==> src/rtl/ysyx_22050710_wbu_pipe_pkg.sv <==
// ysyx_22050710_wbu_pipe_pkg: shared bus widths and field offsets for the MEM->WB->RF path
package ysyx_22050710_wbu_pipe_pkg;
  localparam int GPR_ADDR_WD     = 5;
  localparam int GPR_WD          = 64;
  localparam int CSR_ADDR_WD     = 12;
  localparam int CSR_WD          = 64;
  localparam int PC_WD           = 64;
  localparam int CNT_WD          = 64;
  localparam int WS_TO_RF_BUS_WD = 2 + GPR_ADDR_WD + GPR_WD + CSR_ADDR_WD + CSR_WD;
  localparam int MS_TO_WS_BUS_WD = WS_TO_RF_BUS_WD + PC_WD;
  localparam int WS_FWD_BUS_WD   = 1 + GPR_ADDR_WD + GPR_WD;
  localparam int PC_LSB          = 0;
  localparam int CSR_WDATA_LSB   = PC_LSB + PC_WD;
  localparam int CSR_WADDR_LSB   = CSR_WDATA_LSB + CSR_WD;
  localparam int CSR_WEN_POS     = CSR_WADDR_LSB + CSR_ADDR_WD;
  localparam int GPR_WDATA_LSB   = CSR_WEN_POS + 1;
  localparam int GPR_WADDR_LSB   = GPR_WDATA_LSB + GPR_WD;
  localparam int GPR_WEN_POS     = GPR_WADDR_LSB + GPR_ADDR_WD;
  typedef struct packed {
    logic                   gpr_wen;
    logic [GPR_ADDR_WD-1:0] gpr_waddr;
    logic [GPR_WD-1:0]      gpr_wdata;
    logic                   csr_wen;
    logic [CSR_ADDR_WD-1:0] csr_waddr;
    logic [CSR_WD-1:0]      csr_wdata;
    logic [PC_WD-1:0]       pc;
  } ms_to_ws_t;
endpackage

==> src/rtl/ysyx_22050710_wbu_pipe_if.sv <==
// ysyx_22050710_wbu_pipe_if: MEM/RF/CSR-side signal bundle of the write-back stage
interface ysyx_22050710_wbu_pipe_if;
  import ysyx_22050710_wbu_pipe_pkg::*;
  logic                       i_ms_to_ws_valid;
  logic [MS_TO_WS_BUS_WD-1:0] i_ms_to_ws_bus;
  logic                       o_ws_allowin;
  logic                       i_rf_busy;
  logic                       i_flush;
  logic [WS_TO_RF_BUS_WD-1:0] o_to_rf_bus;
  logic [WS_FWD_BUS_WD-1:0]   o_ws_fwd_bus;
  logic                       o_retire_valid;
  logic [PC_WD-1:0]           o_retire_pc;
  logic                       i_cnt_wen;
  logic [CNT_WD-1:0]          i_cnt_wdata;
  logic [CNT_WD-1:0]          o_retire_cnt;
  modport master (
    output i_ms_to_ws_valid, i_ms_to_ws_bus, i_rf_busy, i_flush, i_cnt_wen, i_cnt_wdata,
    input  o_ws_allowin, o_to_rf_bus, o_ws_fwd_bus, o_retire_valid, o_retire_pc, o_retire_cnt
  );
  modport slave (
    input  i_ms_to_ws_valid, i_ms_to_ws_bus, i_rf_busy, i_flush, i_cnt_wen, i_cnt_wdata,
    output o_ws_allowin, o_to_rf_bus, o_ws_fwd_bus, o_retire_valid, o_retire_pc, o_retire_cnt
  );
endinterface

==> src/rtl/ysyx_22050710_retire_cnt.sv <==
// ysyx_22050710_retire_cnt: retired-instruction counter, software write beats increment
module ysyx_22050710_retire_cnt #(
  parameter int CNT_WD = 64
) (
  input  logic              i_clk,
  input  logic              i_rst_n,
  input  logic              i_wen,
  input  logic [CNT_WD-1:0] i_wdata,
  input  logic              i_inc,
  output logic [CNT_WD-1:0] o_cnt
);
  logic [CNT_WD-1:0] r_cnt;
  // write wins over a same-cycle retire; increment wraps naturally
  always_ff @(posedge i_clk) begin
    if (!i_rst_n) r_cnt <= '0;
    else if (i_wen) r_cnt <= i_wdata;
    else if (i_inc) r_cnt <= r_cnt + CNT_WD'(1);
  end
  assign o_cnt = r_cnt;
endmodule

==> src/rtl/ysyx_22050710_wbu_pipe.sv <==
// ysyx_22050710_wbu_pipe: registered write-back stage with RF write, ID bypass and retire count
module ysyx_22050710_wbu_pipe
  import ysyx_22050710_wbu_pipe_pkg::*;
(
  input logic                     i_clk,
  input logic                     i_rst_n,
  ysyx_22050710_wbu_pipe_if.slave io_ws
);
  logic                       r_valid;
  logic [MS_TO_WS_BUS_WD-1:0] r_bus;
  logic                       w_ready_go;
  logic                       w_allowin;
  logic                       w_commit;
  logic                       w_gpr_wen;
  logic [GPR_ADDR_WD-1:0]     w_gpr_waddr;
  logic [GPR_WD-1:0]          w_gpr_wdata;
  assign w_ready_go  = ~io_ws.i_rf_busy;
  assign w_allowin   = ~r_valid | w_ready_go;
  assign w_commit    = r_valid & w_ready_go & ~io_ws.i_flush;
  assign w_gpr_waddr = r_bus[GPR_WADDR_LSB +: GPR_ADDR_WD];
  assign w_gpr_wdata = r_bus[GPR_WDATA_LSB +: GPR_WD];
  assign w_gpr_wen   = r_bus[GPR_WEN_POS] & (w_gpr_waddr != '0);
  // stage register: flush empties the stage, payload loads only on an accepted instruction
  always_ff @(posedge i_clk) begin
    if (!i_rst_n) begin
      r_valid <= 1'b0;
      r_bus   <= '0;
    end else if (io_ws.i_flush) begin
      r_valid <= 1'b0;
    end else if (w_allowin) begin
      r_valid <= io_ws.i_ms_to_ws_valid;
      if (io_ws.i_ms_to_ws_valid) r_bus <= io_ws.i_ms_to_ws_bus;
    end
  end
  assign io_ws.o_ws_allowin   = w_allowin;
  assign io_ws.o_to_rf_bus    = {WS_TO_RF_BUS_WD{w_commit}} &
                                {w_gpr_wen, w_gpr_waddr, w_gpr_wdata, r_bus[CSR_WEN_POS:CSR_WDATA_LSB]};
  assign io_ws.o_ws_fwd_bus   = {r_valid & w_gpr_wen, w_gpr_waddr, w_gpr_wdata};
  assign io_ws.o_retire_valid = w_commit;
  assign io_ws.o_retire_pc    = {PC_WD{r_valid}} & r_bus[PC_LSB +: PC_WD];
  ysyx_22050710_retire_cnt #(.CNT_WD(CNT_WD)) u_retire_cnt (
    .i_clk   (i_clk),
    .i_rst_n (i_rst_n),
    .i_wen   (io_ws.i_cnt_wen),
    .i_wdata (io_ws.i_cnt_wdata),
    .i_inc   (w_commit),
    .o_cnt   (io_ws.o_retire_cnt)
  );
endmodule

==> src/flat_wrapper.sv <==
// flat-port wrapper written by rule: the top's interface ports become plain ports
module ysyx_22050710_wbu_pipe_flat import ysyx_22050710_wbu_pipe_pkg::*;
  (i_clk, i_rst_n, io_ws_i_ms_to_ws_valid, io_ws_i_ms_to_ws_bus, io_ws_i_rf_busy, io_ws_i_flush, io_ws_i_cnt_wen, io_ws_i_cnt_wdata, io_ws_o_ws_allowin, io_ws_o_to_rf_bus, io_ws_o_ws_fwd_bus, io_ws_o_retire_valid, io_ws_o_retire_pc, io_ws_o_retire_cnt);
  ysyx_22050710_wbu_pipe_if io_ws_i ();
  input logic i_clk;
  input logic i_rst_n;
  input wire logic [$bits(io_ws_i.i_ms_to_ws_valid)-1:0] io_ws_i_ms_to_ws_valid;
  input wire logic [$bits(io_ws_i.i_ms_to_ws_bus)-1:0] io_ws_i_ms_to_ws_bus;
  input wire logic [$bits(io_ws_i.i_rf_busy)-1:0] io_ws_i_rf_busy;
  input wire logic [$bits(io_ws_i.i_flush)-1:0] io_ws_i_flush;
  input wire logic [$bits(io_ws_i.i_cnt_wen)-1:0] io_ws_i_cnt_wen;
  input wire logic [$bits(io_ws_i.i_cnt_wdata)-1:0] io_ws_i_cnt_wdata;
  output wire logic [$bits(io_ws_i.o_ws_allowin)-1:0] io_ws_o_ws_allowin;
  output wire logic [$bits(io_ws_i.o_to_rf_bus)-1:0] io_ws_o_to_rf_bus;
  output wire logic [$bits(io_ws_i.o_ws_fwd_bus)-1:0] io_ws_o_ws_fwd_bus;
  output wire logic [$bits(io_ws_i.o_retire_valid)-1:0] io_ws_o_retire_valid;
  output wire logic [$bits(io_ws_i.o_retire_pc)-1:0] io_ws_o_retire_pc;
  output wire logic [$bits(io_ws_i.o_retire_cnt)-1:0] io_ws_o_retire_cnt;
  assign io_ws_i.i_ms_to_ws_valid = io_ws_i_ms_to_ws_valid;
  assign io_ws_i.i_ms_to_ws_bus = io_ws_i_ms_to_ws_bus;
  assign io_ws_i.i_rf_busy = io_ws_i_rf_busy;
  assign io_ws_i.i_flush = io_ws_i_flush;
  assign io_ws_i.i_cnt_wen = io_ws_i_cnt_wen;
  assign io_ws_i.i_cnt_wdata = io_ws_i_cnt_wdata;
  assign io_ws_o_ws_allowin = io_ws_i.o_ws_allowin;
  assign io_ws_o_to_rf_bus = io_ws_i.o_to_rf_bus;
  assign io_ws_o_ws_fwd_bus = io_ws_i.o_ws_fwd_bus;
  assign io_ws_o_retire_valid = io_ws_i.o_retire_valid;
  assign io_ws_o_retire_pc = io_ws_i.o_retire_pc;
  assign io_ws_o_retire_cnt = io_ws_i.o_retire_cnt;
  ysyx_22050710_wbu_pipe u_core (.i_clk(i_clk), .i_rst_n(i_rst_n), .io_ws(io_ws_i));
endmodule
==> config.mk <==
export PLATFORM = sky130hd
export DESIGN_NAME = ysyx_22050710_wbu_pipe_flat
export DESIGN_NICKNAME = d
export VERILOG_FILES = /design/src/rtl/ysyx_22050710_wbu_pipe_pkg.sv /design/src/rtl/ysyx_22050710_wbu_pipe_if.sv /design/src/rtl/ysyx_22050710_retire_cnt.sv /design/src/rtl/ysyx_22050710_wbu_pipe.sv /design/src/flat_wrapper.sv
export SDC_FILE = /design/constraint.sdc
export NUM_CORES = 1
export LEC_CHECK = 0
export BUFFER_PORTS_ARGS = -buffer_cell sky130_fd_sc_hd__buf_2
export CORE_AREA = 3 3 241 243
export CTS_CLUSTER_DIAMETER = 150
export DETAILED_ROUTE_END_ITERATION = 8
export DIE_AREA = 0 0 244 246
export PLACE_DENSITY = 0.51
export SLEW_MARGIN = 20
export SYNTH_ARGS = -nofsm -noshare
export SYNTH_HDL_FRONTEND = slang
export SYNTH_HIERARCHICAL = 1
export SYNTH_SLANG_ARGS = --single-unit
==> constraint.sdc <==
create_clock -name i_clk -period 3.7 [get_ports i_clk]
set_input_delay 0.37 -clock i_clk [delete_from_list [all_inputs] [get_ports i_clk]]
set_output_delay 0.37 -clock i_clk [all_outputs]
set_load 0.01 [all_outputs]
==> impl_metrics.py <==
metrics = {
    "outcome": {
        "status": "finished, final reports clean",
    },
    "sta": {
        "fin_tns_setup_ns": 0,
        "maxSlewViolCount": 0,
        "finalSetupViolations": 0,
        "period_share": 0.882,
        "fin_crit_ns": 3.27,
        "max_freq_mhz": 306,
        "relSlewSlack": 0.228,
        "fin_skew_ns": 0.0163,
        "finalHoldViolCount": 0,
        "worstMarginPinSlew_ns": 1.16,
        "rsz0062_at_grt": "false",
        "setup_ws_ns": 0.435,
    },
    "die": {
        "die_area_sq_um": 60000,
        "start_util": 0.250,
        "die_y_microns": 246,
        "die_w_microns": 244,
        "rows": 87,
        "ios": 628,
        "core_area_sq_um": 56200,
    },
    "job": {
        "cap_violations": 0,
    },
    "finish": {
        "fillers": 6081,
        "seqCellArea_sq_um": 5530,
        "fin_nets": 2466,
        "multiInputGateArea_sq_um": 7320,
        "drive_gt1_frac": 0.323,
        "area_growth_pct": 30.1,
        "final_cells": 2969,
    },
    "clock_tree": {
        "cts_hold_buf": 0,
        "cts_setup_buffers": 0,
        "cts_tree": "built",
        "cts-htree-levels": 2,
        "clk_pin_slew_ns": 0.05,
        "cts_root_buffer": "clkbuf_16",
        "ctsLongestPathBuffers": 3,
        "ctsResizeCount": 0,
        "cts_buffers": 35,
        "clock_latency_ns": 0.52,
        "cts.sinks": 276,
    },
    "grt": {
        "grt_antenna_before_repair": 18,
        "grt_pass1_vias": 12744,
        "grt_start_max_net_pins": 241,
        "grt_pass1_wl_mm": 75.6,
        "grt-ovfl-total": 0,
        "grt_util_all_layers": 0.159,
    },
    "yosys": {
        "synth_seq_area_share": 0.393,
        "yosysUniqueCellTypes": 48,
        "synth_area_sq_um": 14000,
        "yosys_warnings": 6,
        "yosysTopAreaCellShare": 0.393,
        "synth_top_cell_by_area": "dfxtp_1",
        "synth_area_leaders": "dfxtp_1, mux2i_1, nand2_1, and2_1, buf_4",
        "synth_top_flop_cell": "dfxtp_1",
        "synth.avg_cell_area_sq_um": 8.32,
        "ys_seq_elements": 276,
        "async_flop_share": 0,
        "synth_edf_count": 0,
        "synth_nets": 1971,
        "syn_inst": 1689,
    },
    "power_and_ir_drop": {
        "leakagePower_nw": 8.53,
        "powerDensity_nw_per_um2": 402,
        "vdd_drop_max_v": 0.000252,
    },
    "setup_path": {
        "slowest_stage": "buf_4",
        "cp_num_buf_inv": 3,
        "cpPeakStageDelay_ns": 0.69,
        "crit_family": "buffers and inverters",
        "critPathMaxFanout": 104,
        "startpoint_type": "flip-flop",
        "crit_path_end_kind": "output pin",
        "cp_data_arrival_time_ns": 2.90,
        "cpMostUsedCell": "buf_4",
        "criticalPathCategory": "reg2out",
        "cp_data_required_time_ns": 3.33,
        "worstPathCellList": "nor3b_4 -> buf_4 -> buf_4 -> and2_1 -> buf_2",
    },
    "placed_design": {
        "pre_cts_ws_ns": 0.420,
        "dp.cells": 2903,
        "io_buffers": 627,
        "place_hpwl_mm": 37.9,
        "place.gp.congestion": 0.879,
    },
    "routing": {
        "wl_mm": 50.7,
        "via_per_inst": 4.44,
        "antenna_left": 0,
        "drc": 0,
        "dr_total_vias": 13170,
        "wl_per_cell_microns": 17.1,
        "dr.first_iter.drc_count": 472,
        "dr.pass1.iters": 4,
    },
    "hold_path": {
        "min-delay-path-class": "in2reg",
    },
}
## synthesized netlist by cell type, types with 16 or more instances
| library cell | instances |
|---|---|
| nand4_1 | 24 |
| mux2i_1 | 221 |
| a21oi_1 | 33 |
| dfxtp_1 | 276 |
| clkbuf_1 | 80 |
| buf_2 | 16 |
| xnor2_1 | 23 |
| nor4_1 | 18 |
| nor2_1 | 25 |
| nand2_1 | 447 |
| buf_4 | 69 |
| nor3_1 | 17 |
| nand3_1 | 24 |
| o21ai_0 | 54 |
| buf_6 | 23 |
| and2_1 | 210 |
## where the power goes
group          total [mW]  switching (mW)  internal (mW)
clock network        3.23            1.35           1.89
registers            3.28           0.140           3.14
logic               0.836           0.465          0.371
## worst min-delay path: cells and delay by family
| kind | cells | cell delay, ns |
|---|---|---|
| compound gates | 1 | 0.05 |
| buf+inv | 1 | 0.07 |
| simple gates | 1 | 0.07 |
## flip-flops by register name (all words and copies together), names as in the netlist
signal / cells
u_core/r_valid: 1
u_core/u_retire_cnt/o_cnt: 64
u_core/r_bus: 211
## layer usage
| metal | vias to the layer above | global-route usage | wire, microns |
|---|---|---|---|
| met5 | - | 0 | 167 |
| met1 | 6057 | 0.182 | 20300 |
| met3 | 100 | 0.0539 | 4110 |
| li1 | 6533 | - | - |
| met4 | 24 | 0.0589 | 1700 |
| met2 | 456 | 0.275 | 24500 |
## cells in the final DEF (no fill, tap or decap), types with 5 or more instances in the layout
| cell type | n |
|---|---|
| buf_2 | 626 |
| and3_1 | 7 |
| a31oi_1 | 14 |
| o21ai_0 | 54 |
| nand3_1 | 24 |
| diode_2 | 6 |
| and2_1 | 210 |
| nor4_1 | 18 |
| or3_1 | 11 |
| mux2i_1 | 221 |
| buf_4 | 19 |
| xnor2_1 | 23 |
| nand4_1 | 24 |
| nor2_1 | 25 |
| clkbuf_1 | 10 |
| xor2_1 | 14 |
| clkbuf_16 | 35 |
| inv_1 | 9 |
| o31ai_1 | 8 |
| nor3_1 | 17 |
| nand2_1 | 447 |
| nor2b_1 | 5 |
| dfxtp_1 | 276 |
| a21oi_1 | 33 |
| a311oi_1 | 5 |
| clkbuf_8 | 7 |
| and4_1 | 11 |
| or4_1 | 8 |
## layout make-up
class / count / share of cell area
Antenna cell: 6 / 0.000821
Clock buffer: 52 / 0.0552
Clock inverter: 8 / 0.00294
Inverter: 11 / 0.00226
Multi-Input combinational cell: 1210 / 0.400
Sequential cell: 276 / 0.302
Tap cell: 756 / 0.0517
Timing Repair Buffer: 650 / 0.184
## final timing paths
kind	slack, ns	cells past startpoint	startpoint	end
max	0.43	5	u_core/r_valid	io_ws_o_to_rf_bus[34]
min	0.08	3	io_ws_i_cnt_wdata[2]	u_core/u_retire_cnt/o_cnt[2]
max reg2reg	0.62	6	u_core/r_valid	u_core/u_retire_cnt/o_cnt[55]
min reg2reg	0.45	2	u_core/r_bus[113]	u_core/r_bus[113]
## kinds of logic after synthesis
logic type / Yosys count / synth area share
muxes: 221 / 0.157
AOI/OAI and AO/OA: 125 / 0.0521
and+or+nand+nor: 826 / 0.287
buffers and inverters: 203 / 0.0864
xor gates and xnor gates: 37 / 0.0231
DFF: 276 / 0.393
adders and majority gates: 1 / 0.000891
## per-stage QoR
| step | power (mW) | hold slack (ns) | instance area (sq um) | util |
|---|---|---|---|---|
| 3_5_place_dp | 4.19 | 0.443 | 17200 | 0.306 |
| 3_3_place_gp | 4.17 | 0.438 | 17200 | 0.306 |
| 6_report | 7.35 | 0.0757 | 18300 | 0.325 |
| 2_1_floorplan | 3.84 | 0.430 | 14000 | - |
| 5_1_grt | 7.70 | 0.0506 | 18300 | 0.325 |
| 4_1_cts | 7.50 | 0.0336 | 18300 | 0.325 |
Power figures use the tool's default switching activity.
